File: src/rtl/tictactoe_game_ctrl.sv
// Turn sequencer and board owner for a two-player 3x3 game.
// Latency: accepted move -> board updated in CHECK next cycle -> next turn/DONE one cycle later.
// Backpressure: move_ready only in X_TURN/O_TURN; moves presented elsewhere are dropped silently.
//
// Ports:
//   clk, rst              rising-edge clock, synchronous active-high reset
//   start                 pulse: clear board and begin a game (honoured in IDLE/DONE only)
//   move_valid/_player/_pos  move request (player 0 = X, 1 = O; pos 0..8 row-major)
//   move_ready            controller is waiting for a move from the player in turn
//   board_x, board_o      occupied cells per player (bit i = cell i)
//   turn                  00 none, 01 X to move, 10 O to move
//   illegal               1-cycle pulse after a rejected handshake
//   game_over, winner, forfeit  result reporting (winner 01 X, 10 O, 11 draw)
module tictactoe_game_ctrl #(
   parameter int TURN_TIMEOUT = 1000,
   parameter bit X_FIRST      = 1'b1
) (
   input  logic       clk,
   input  logic       rst,
   input  logic       start,
   input  logic       move_valid,
   input  logic       move_player,
   input  logic [3:0] move_pos,
   output logic       move_ready,
   output logic [8:0] board_x,
   output logic [8:0] board_o,
   output logic [1:0] turn,
   output logic       illegal,
   output logic       game_over,
   output logic [1:0] winner,
   output logic       forfeit
);

   typedef enum logic [2:0] {
      IDLE   = 3'd0,
      X_TURN = 3'd1,
      O_TURN = 3'd2,
      CHECK  = 3'd3,
      DONE   = 3'd4
   } state_t;

   localparam int            TW     = $clog2(TURN_TIMEOUT);
   localparam logic [TW-1:0] T_LAST = TW'(TURN_TIMEOUT - 1);
   localparam state_t        FIRST  = X_FIRST ? X_TURN : O_TURN;

   state_t        state, state_nxt;
   logic [8:0]    bx_q, bo_q, bx_nxt, bo_nxt;
   logic [TW-1:0] timer_q, timer_nxt;
   logic          illegal_q, illegal_nxt;
   logic [1:0]    winner_q, winner_nxt;
   logic          forfeit_q, forfeit_nxt;
   logic          mover_q, mover_nxt;   // player of the move being evaluated in CHECK

   logic          in_turn;
   logic          player_ok;
   logic          take;
   logic          legal;
   logic [8:0]    cell_mask;
   logic [8:0]    occupied;
   logic [8:0]    check_board;

   function automatic logic has_line(input logic [8:0] b);
      has_line = (b[0] & b[1] & b[2]) | (b[3] & b[4] & b[5]) | (b[6] & b[7] & b[8]) |
                 (b[0] & b[3] & b[6]) | (b[1] & b[4] & b[7]) | (b[2] & b[5] & b[8]) |
                 (b[0] & b[4] & b[8]) | (b[2] & b[4] & b[6]);
   endfunction

   // An out-of-range position yields an empty mask, which makes the move illegal.
   assign cell_mask   = (move_pos <= 4'd8) ? (9'd1 << move_pos) : 9'd0;
   assign occupied    = bx_q | bo_q;
   assign in_turn     = (state == X_TURN) || (state == O_TURN);
   assign player_ok   = (state == X_TURN) ? ~move_player : move_player;
   assign take        = move_valid & in_turn;
   assign legal       = take & player_ok & (cell_mask != 9'd0) & ((occupied & cell_mask) == 9'd0);
   assign check_board = mover_q ? bo_q : bx_q;

   always_comb begin
      state_nxt   = state;
      bx_nxt      = bx_q;
      bo_nxt      = bo_q;
      timer_nxt   = timer_q;
      illegal_nxt = 1'b0;
      winner_nxt  = winner_q;
      forfeit_nxt = forfeit_q;
      mover_nxt   = mover_q;
      case (state)
         IDLE, DONE: begin
            if (start) begin
               state_nxt   = FIRST;
               bx_nxt      = 9'd0;
               bo_nxt      = 9'd0;
               timer_nxt   = '0;
               winner_nxt  = 2'b00;
               forfeit_nxt = 1'b0;
            end
         end
         X_TURN, O_TURN: begin
            illegal_nxt = take & ~legal;
            if (legal) begin
               if (state == X_TURN) bx_nxt = bx_q | cell_mask;
               else                 bo_nxt = bo_q | cell_mask;
               mover_nxt = (state == O_TURN);
               state_nxt = CHECK;
               timer_nxt = '0;
            end else if (timer_q == T_LAST) begin
               // Idle (or only illegal attempts) for the whole budget: opponent wins.
               state_nxt   = DONE;
               winner_nxt  = (state == X_TURN) ? 2'b10 : 2'b01;
               forfeit_nxt = 1'b1;
            end else begin
               timer_nxt = timer_q + TW'(1);
            end
         end
         CHECK: begin
            // Line test runs before the full-board test so a 9th-move win is not a draw.
            if (has_line(check_board)) begin
               state_nxt  = DONE;
               winner_nxt = mover_q ? 2'b10 : 2'b01;
            end else if (&occupied) begin
               state_nxt  = DONE;
               winner_nxt = 2'b11;
            end else begin
               state_nxt = mover_q ? X_TURN : O_TURN;
            end
            timer_nxt = '0;
         end
         default: state_nxt = IDLE;
      endcase
   end

   always_ff @(posedge clk) begin
      if (rst) begin
         state     <= IDLE;
         bx_q      <= 9'd0;
         bo_q      <= 9'd0;
         timer_q   <= '0;
         illegal_q <= 1'b0;
         winner_q  <= 2'b00;
         forfeit_q <= 1'b0;
         mover_q   <= 1'b0;
      end else begin
         state     <= state_nxt;
         bx_q      <= bx_nxt;
         bo_q      <= bo_nxt;
         timer_q   <= timer_nxt;
         illegal_q <= illegal_nxt;
         winner_q  <= winner_nxt;
         forfeit_q <= forfeit_nxt;
         mover_q   <= mover_nxt;
      end
   end

   assign move_ready = in_turn;
   assign board_x    = bx_q;
   assign board_o    = bo_q;
   assign turn       = {state == O_TURN, state == X_TURN};
   assign illegal    = illegal_q;
   assign game_over  = (state == DONE);
   assign winner     = winner_q;
   assign forfeit    = forfeit_q;

endmodule
File: config.mk
export PLATFORM = sky130hd
export DESIGN_NAME = tictactoe_game_ctrl
export DESIGN_NICKNAME = d
export VERILOG_FILES = /design/src/rtl/tictactoe_game_ctrl.sv
export SDC_FILE = /design/constraint.sdc
export NUM_CORES = 1
export LEC_CHECK = 0
export ABC_AREA = 1
export CAP_MARGIN = 10
export CORE_MARGIN = 2
export CORE_UTILIZATION = 45
export CTS_BUF_LIST = sky130_fd_sc_hd__clkbuf_16
export DETAILED_ROUTE_END_ITERATION = 6
export GPL_ROUTABILITY_DRIVEN = 1
export GPL_TIMING_DRIVEN = 0
export PLACE_DENSITY = 0.68
export SLEW_MARGIN = 20
export SYNTH_ARGS = -nofsm -noshare
export SYNTH_HDL_FRONTEND = slang
export SYNTH_SLANG_ARGS = --single-unit
File: constraint.sdc
create_clock -name clk -period 2.6 [get_ports clk]
set_input_delay 0.78 -clock clk [delete_from_list [all_inputs] [get_ports clk]]
set_output_delay 0.78 -clock clk [all_outputs]
set_load 0.03 [all_outputs]
Word level (Yosys, flattened, before mapping)

Index checks and enable logic that the tools add are counted.

Register bits after elaboration: 36

Add/subtract/negate cells: 1
$lt $le $gt $ge: 1
Eq/ne operators: 14
Shift-type cells: 1
Mux-type cells: 33
Bitwise operators: 35
Reductions and logical operators: 17

Operator list:

| operator                                                          | count |
|---|---|
| 9-bit two-way mux                                                 | 7 |
| 9-bit one-hot mux with 2 select lines                             | 2 |
| 10-bit two-way mux                                                | 3 |
| 10-bit one-hot mux with 3 select lines                            | 1 |
| 9-bit bitwise OR                                                  | 3 |
| 1-bit bitwise AND                                                 | 21 |
| 2-bit two-way mux                                                 | 8 |
| 3-bit two-way mux                                                 | 5 |
| 2-bit != test, second input constant                              | 6 |
| 4-bit AND reduction                                               | 3 |
| 10-bit by 1-bit adder with 10-bit output, second input constant   | 1 |
| 10-bit == test, second input constant                             | 1 |
| 9-bit bitwise AND                                                 | 1 |
| 9-bit logical NOT                                                 | 1 |
| 3-bit != test, second input constant                              | 3 |
| 3-bit one-hot mux with 3 select lines                             | 1 |
| 9-bit AND reduction                                               | 1 |
| 9-bit nonzero test                                                | 1 |
| 1-bit by 4-bit left shift with 9-bit output, first input constant | 1 |
| 1-bit bitwise OR                                                  | 7 |
| 3-bit by 2-bit == test with 1-bit output, second input constant   | 2 |
| 2-bit one-hot mux with 3 select lines                             | 1 |
| 2-bit OR reduction                                                | 3 |
| 5-bit AND reduction                                               | 1 |
| 12 further kinds                                                  | 18 |

Longest topological paths before layout

Depth in word-level cells: 12
Depth in mapped cells: 14

Worst setup path before layout

Ideal clock, no wire load.

Path type: input to register
Start: input move_pos[0]
End: register timer_q[3]
Setup time: 0.113 ns
Arrival time: 1.807 ns
Data required time: 2.487 ns
Path slack: 0.681 ns
Cell stages on the path: 11
Cell sequence: nor2_1 > nand4_1 > nand2_1 > nand2_1 > nor2_2 > nand2_4 > buf_4 > nand3b_1 > nand3_1 > nand2_1 > nor2_1

Cells in the longest elaborated chain, start to end: 7

RTL lines:

| element                                                                                        | line | source |
|---|---|---|
| start: declaration                                                                             | 23   | `input logic [3:0] move_pos,` |
| 4-bit <= comparator / 1-bit by 4-bit left shift with 9-bit output (equally long branches)      | 69   | `assign cell_mask = (move_pos <= 4'd8) ? (9'd1 << move_pos) : 9'd0;` |
| 9-bit two-way mux (*)                                                                          | 69   |  |
| 9-bit nonzero test / 9-bit bitwise AND (equally long branches)                                 | 74   | `assign legal = take & player_ok & (cell_mask != 9'd0) & ((occupied & cell_mask) == 9'd0);` |
| 1-bit bitwise AND / 9-bit logical NOT (equally long branches)                                  | 74   |  |
| 1-bit bitwise AND (*)                                                                          | 74   |  |
| 3-bit != test (no line) / 10-bit two-way mux (equally long branches)                           | -    |  |
| 3-bit AND reduction (no line) / 10-bit one-hot mux with 3 select lines (equally long branches) | -    |  |
| end signal: assignment                                                                         | 145  | `timer_q <= timer_nxt;` |
| end: declaration                                                                               | 48   | `logic [TW-1:0] timer_q, timer_nxt;` |

Every way passes the cells marked *; elsewhere a longest branch is shown, timed or not.
A chain may end at the register's enable or synchronous reset.

Worst setup path after layout

Start: register state[2]
End: output turn[1]

Cells in the longest elaborated chain, start to end: 1

RTL lines:

| element                                  | line | source |
|---|---|---|
| start: declaration                       | 46   | `state_t state, state_nxt;` |
| start signal: assignment                 | 142  | `state <= state_nxt;` |
| 3-bit by 2-bit == test with 1-bit output | 156  | `assign turn = {state == O_TURN, state == X_TURN};` |
| end: declaration                         | 27   | `output logic [1:0] turn,` |

No other way between the ends.

==> flow_summary.ini <==
[status]
status = finished clean

[die]
die_w_um = 75.33
io_pins = 35
rows = 25
die_area_um2 = 5675
fp.dieH_um = 75.33
start_util = 0.4753
coreArea_um2 = 4817

[min_path]
hold_depth = 2
hold_path_class = reg -> reg
worst_hold_path.endpoint = forfeit
min_from = forfeit

[sta]
tightestPinTransition_ps = 561.8
period_minus_slack_ps = 2469
timing.final.ws_setup_ps = 130.8
fin_crit_sh = 0.9497
finalSetupViolations = 0
max_freq_ghz = 0.4050
worst_clock_skew_ps = 3.294
slew_headroom = 0.6254
slew_violations = 0
rsz0062_at_grt = false
hold_viol = 0

[worst_setup_path]
crit_path_max_incr_delay_ps = 680
critPathSlowestCell = clkdlybuf4s50_1
worst_ep_required_time_ps = 1820
cp-start-kind = flip-flop
critPathKind = reg -> out
reg2reg_depth = 5
r2r-start = state[0]
critPathArrivalTime_ps = 1690
path_delay_family = buffers and inverters
reg2reg_to = board_x[3]
worstPathCellList = inv_2 -> nand3_2 -> inv_1 -> clkdlybuf4s50_1
r2r_slack_ps = 770
path_buf_inv = 3
worstPathMaxFanout = 4
endpoint_kind = primary output

[power]
vdd_drop_max_mv = 0.3429
powerDensity_nw_per_um2 = 617.1
p_leak_nw = 1.347

[logic_synthesis]
netlist_instances = 389
syn-mean-instance-area_um2 = 5.886
ys_warn_count = 0
synth_seq_cells = 36
yosys.area.top_type = dfxtp_1
synth_area_um2 = 2290
synth.net_count = 399
synth_top_cells_by_area = dfxtp_1, nand2_1, inv_1, nor2_1, nand3_1
yosys.area.top_type_share = 0.3148
ys_seq_area_frac = 0.3148
ys_types = 28

[placed_design]
gp_congestion = 0.9191
placed_area_um2 = 2704
pre_cts_slack_ps = -133.1
hpwl_um = 4538
io_buffers = 33

[clock_tree]
cts_buffer_depth = 2
root_buffer = clkbuf_16
clock_sinks = 36
htree_levels = 2
cts_tree = built
cts_hold_buf = 0
cts_buffers = 5
clkTransAtPathRegs_ps = 50
clock_latency_ps = 270

[layout]
post-route-cell-area_um2 = 2868
antenna_cells = 0
drive_gt1_frac = 0.08353
final_nets = 440
syn_to_final_growth_pct = 25.25

[global_routing]
grt_pass1_vias = 2076
grt_usage = 0.2273
antenna_found_initial = 0
grt.overflow.total = 0
grt_max_degree = 16
grt_first_pass_wirelength_um = 9763

[drt]
first_pass_iters = 4
vias_per_cell = 4.839
ant_nets = 0
drt-total-wl_um = 5939
drtIter0Drc = 124
drc_errors = 0
wire_per_inst_um = 11.93
vias = 2410

[run]
cap_viol_max_count = 0
==> worst register-to-register path: cells and delay by family (launching register included) <==
kind / cells / cell delay, ps
AOI/OAI and AO/OA: 2 / 550
and+or+nand+nor: 1 / 240
buffers and inverters: 2 / 550
DFF: 1 / 360
==> cell usage after synthesis <==
master and n:
o21ai_2 1, nand4_1 4, xor2_1 2, ha_1 1
nand2_1 136, nand3_1 32, inv_1 58, clkbuf_1 3
nor2_8 1, buf_2 1, o2111ai_1 1, nand3b_1 3
nand2_2 1, nor2_1 49, buf_6 1, a21oi_1 28
a21oi_4 1, nor2_2 5, o211ai_1 1, nor2_4 1
buf_1 1, nor3_1 4, nand2_4 2, buf_4 2
o21ai_0 7, inv_2 4, nand3_2 3, dfxtp_1 36
==> logic make-up after synthesis <==
group	count (synthesis)	share of synthesized area
flops	36	0.3148
fa+ha+maj	1	0.005464
buf+inv	70	0.1219
compound gates	39	0.09454
xor+xnor	2	0.007652
simple gates	241	0.4557
==> layout make-up <==
class / instances / area (um^2)
fill: 522 / 1949
multi-input combinational: 283 / 1305
sequential: 36 / 720.7
timing repair buffer: 35 / 346.6
inverter: 62 / 232.7
clock buffer: 5 / 125.1
tap: 67 / 83.83
buffer: 7 / 42.54
clock inverter: 3 / 11.26
==> cells in the final DEF, fill, tap and decap left out, types with 2 or more instances in the layout <==
cell             Yosys  final
a21oi_1             28     28
buf_4                2      4
clkbuf_1             3      2
clkbuf_16            0      5
clkdlybuf4s50_1      0     31
dfxtp_1             36     36
inv_1               58     60
inv_2                4      4
nand2_1            136    135
nand2_2              1      2
nand2_4              2      2
nand3_1             32     32
nand3_2              3      3
nand3b_1             3      3
nand4_1              4      4
nor2_1              49     44
nor2_2               5     10
nor3_1               4      4
o21ai_0              7      7
xor2_1               2      2
==> power breakdown <==
part / internal (mW) / switching [mW] / total, mW
registers: 0.593 / 0.0356 / 0.629
clock network: 0.345 / 0.218 / 0.562
logic: 0.205 / 0.374 / 0.578
==> per-layer routing <==
| layer | vias up | global-route usage | part of all wire |
|---|---|---|---|
| met2 | 64 | 0.3237 | 0.43 |
| li1 | 1285 | - | - |
| met1 | 1057 | 0.3439 | 0.49 |
| met3 | 4 | 0.03704 | 0.065 |
| met4 | 0 | 0.08187 | 0.0079 |
| met5 | - | 0 | 0 |
==> state kept, by name, summed over array words and instances, names as in the netlist <==
signal   cells
board_o      9
mover_q      1
timer_q     10
illegal      1
winner       2
state        3
board_x      9
forfeit      1
==> worst max-delay path by stage <==
| stage | from | slack (ps) | cells after the start | end |
|---|---|---|---|---|
| after global routing | move_pos[2] | 8 | 13 | board_x[3] |
| after CTS | state[0] | 30 | 4 | game_over |
| after global placement | move_pos[3] | -110 | 13 | state[2] |
| after detailed placement | move_pos[3] | -130 | 13 | state[2] |
| final | state[2] | 130 | 4 | turn[1] |
| after floorplan | move_pos[0] | 680 | 11 | timer_q[3] |
==> per-stage QoR <==
step	utilization	setup TNS, ps	cells	hold slack (ps)	total power [mW]
after floorplan	-	0	389	457.8	1.036
after global placement	0.5613	-2100	489	446.3	1.197
after detailed placement	0.5613	-2894	489	449.0	1.205
after CTS	0.5891	0	496	456.7	1.762
after global routing	0.5953	0	498	480.9	1.882
final	0.5953	0	498	451.9	1.770
==> timing repair <==
| item | CTS | global route |
|---|---|---|
| buffers inserted | 0 | 2 |
| pin swaps | 0 | 1 |
| endpoints found under the setup margin | 2 | 17 |
| gates resized for setup | 2 | 6 |
Power figures use the tool's default switching activity.
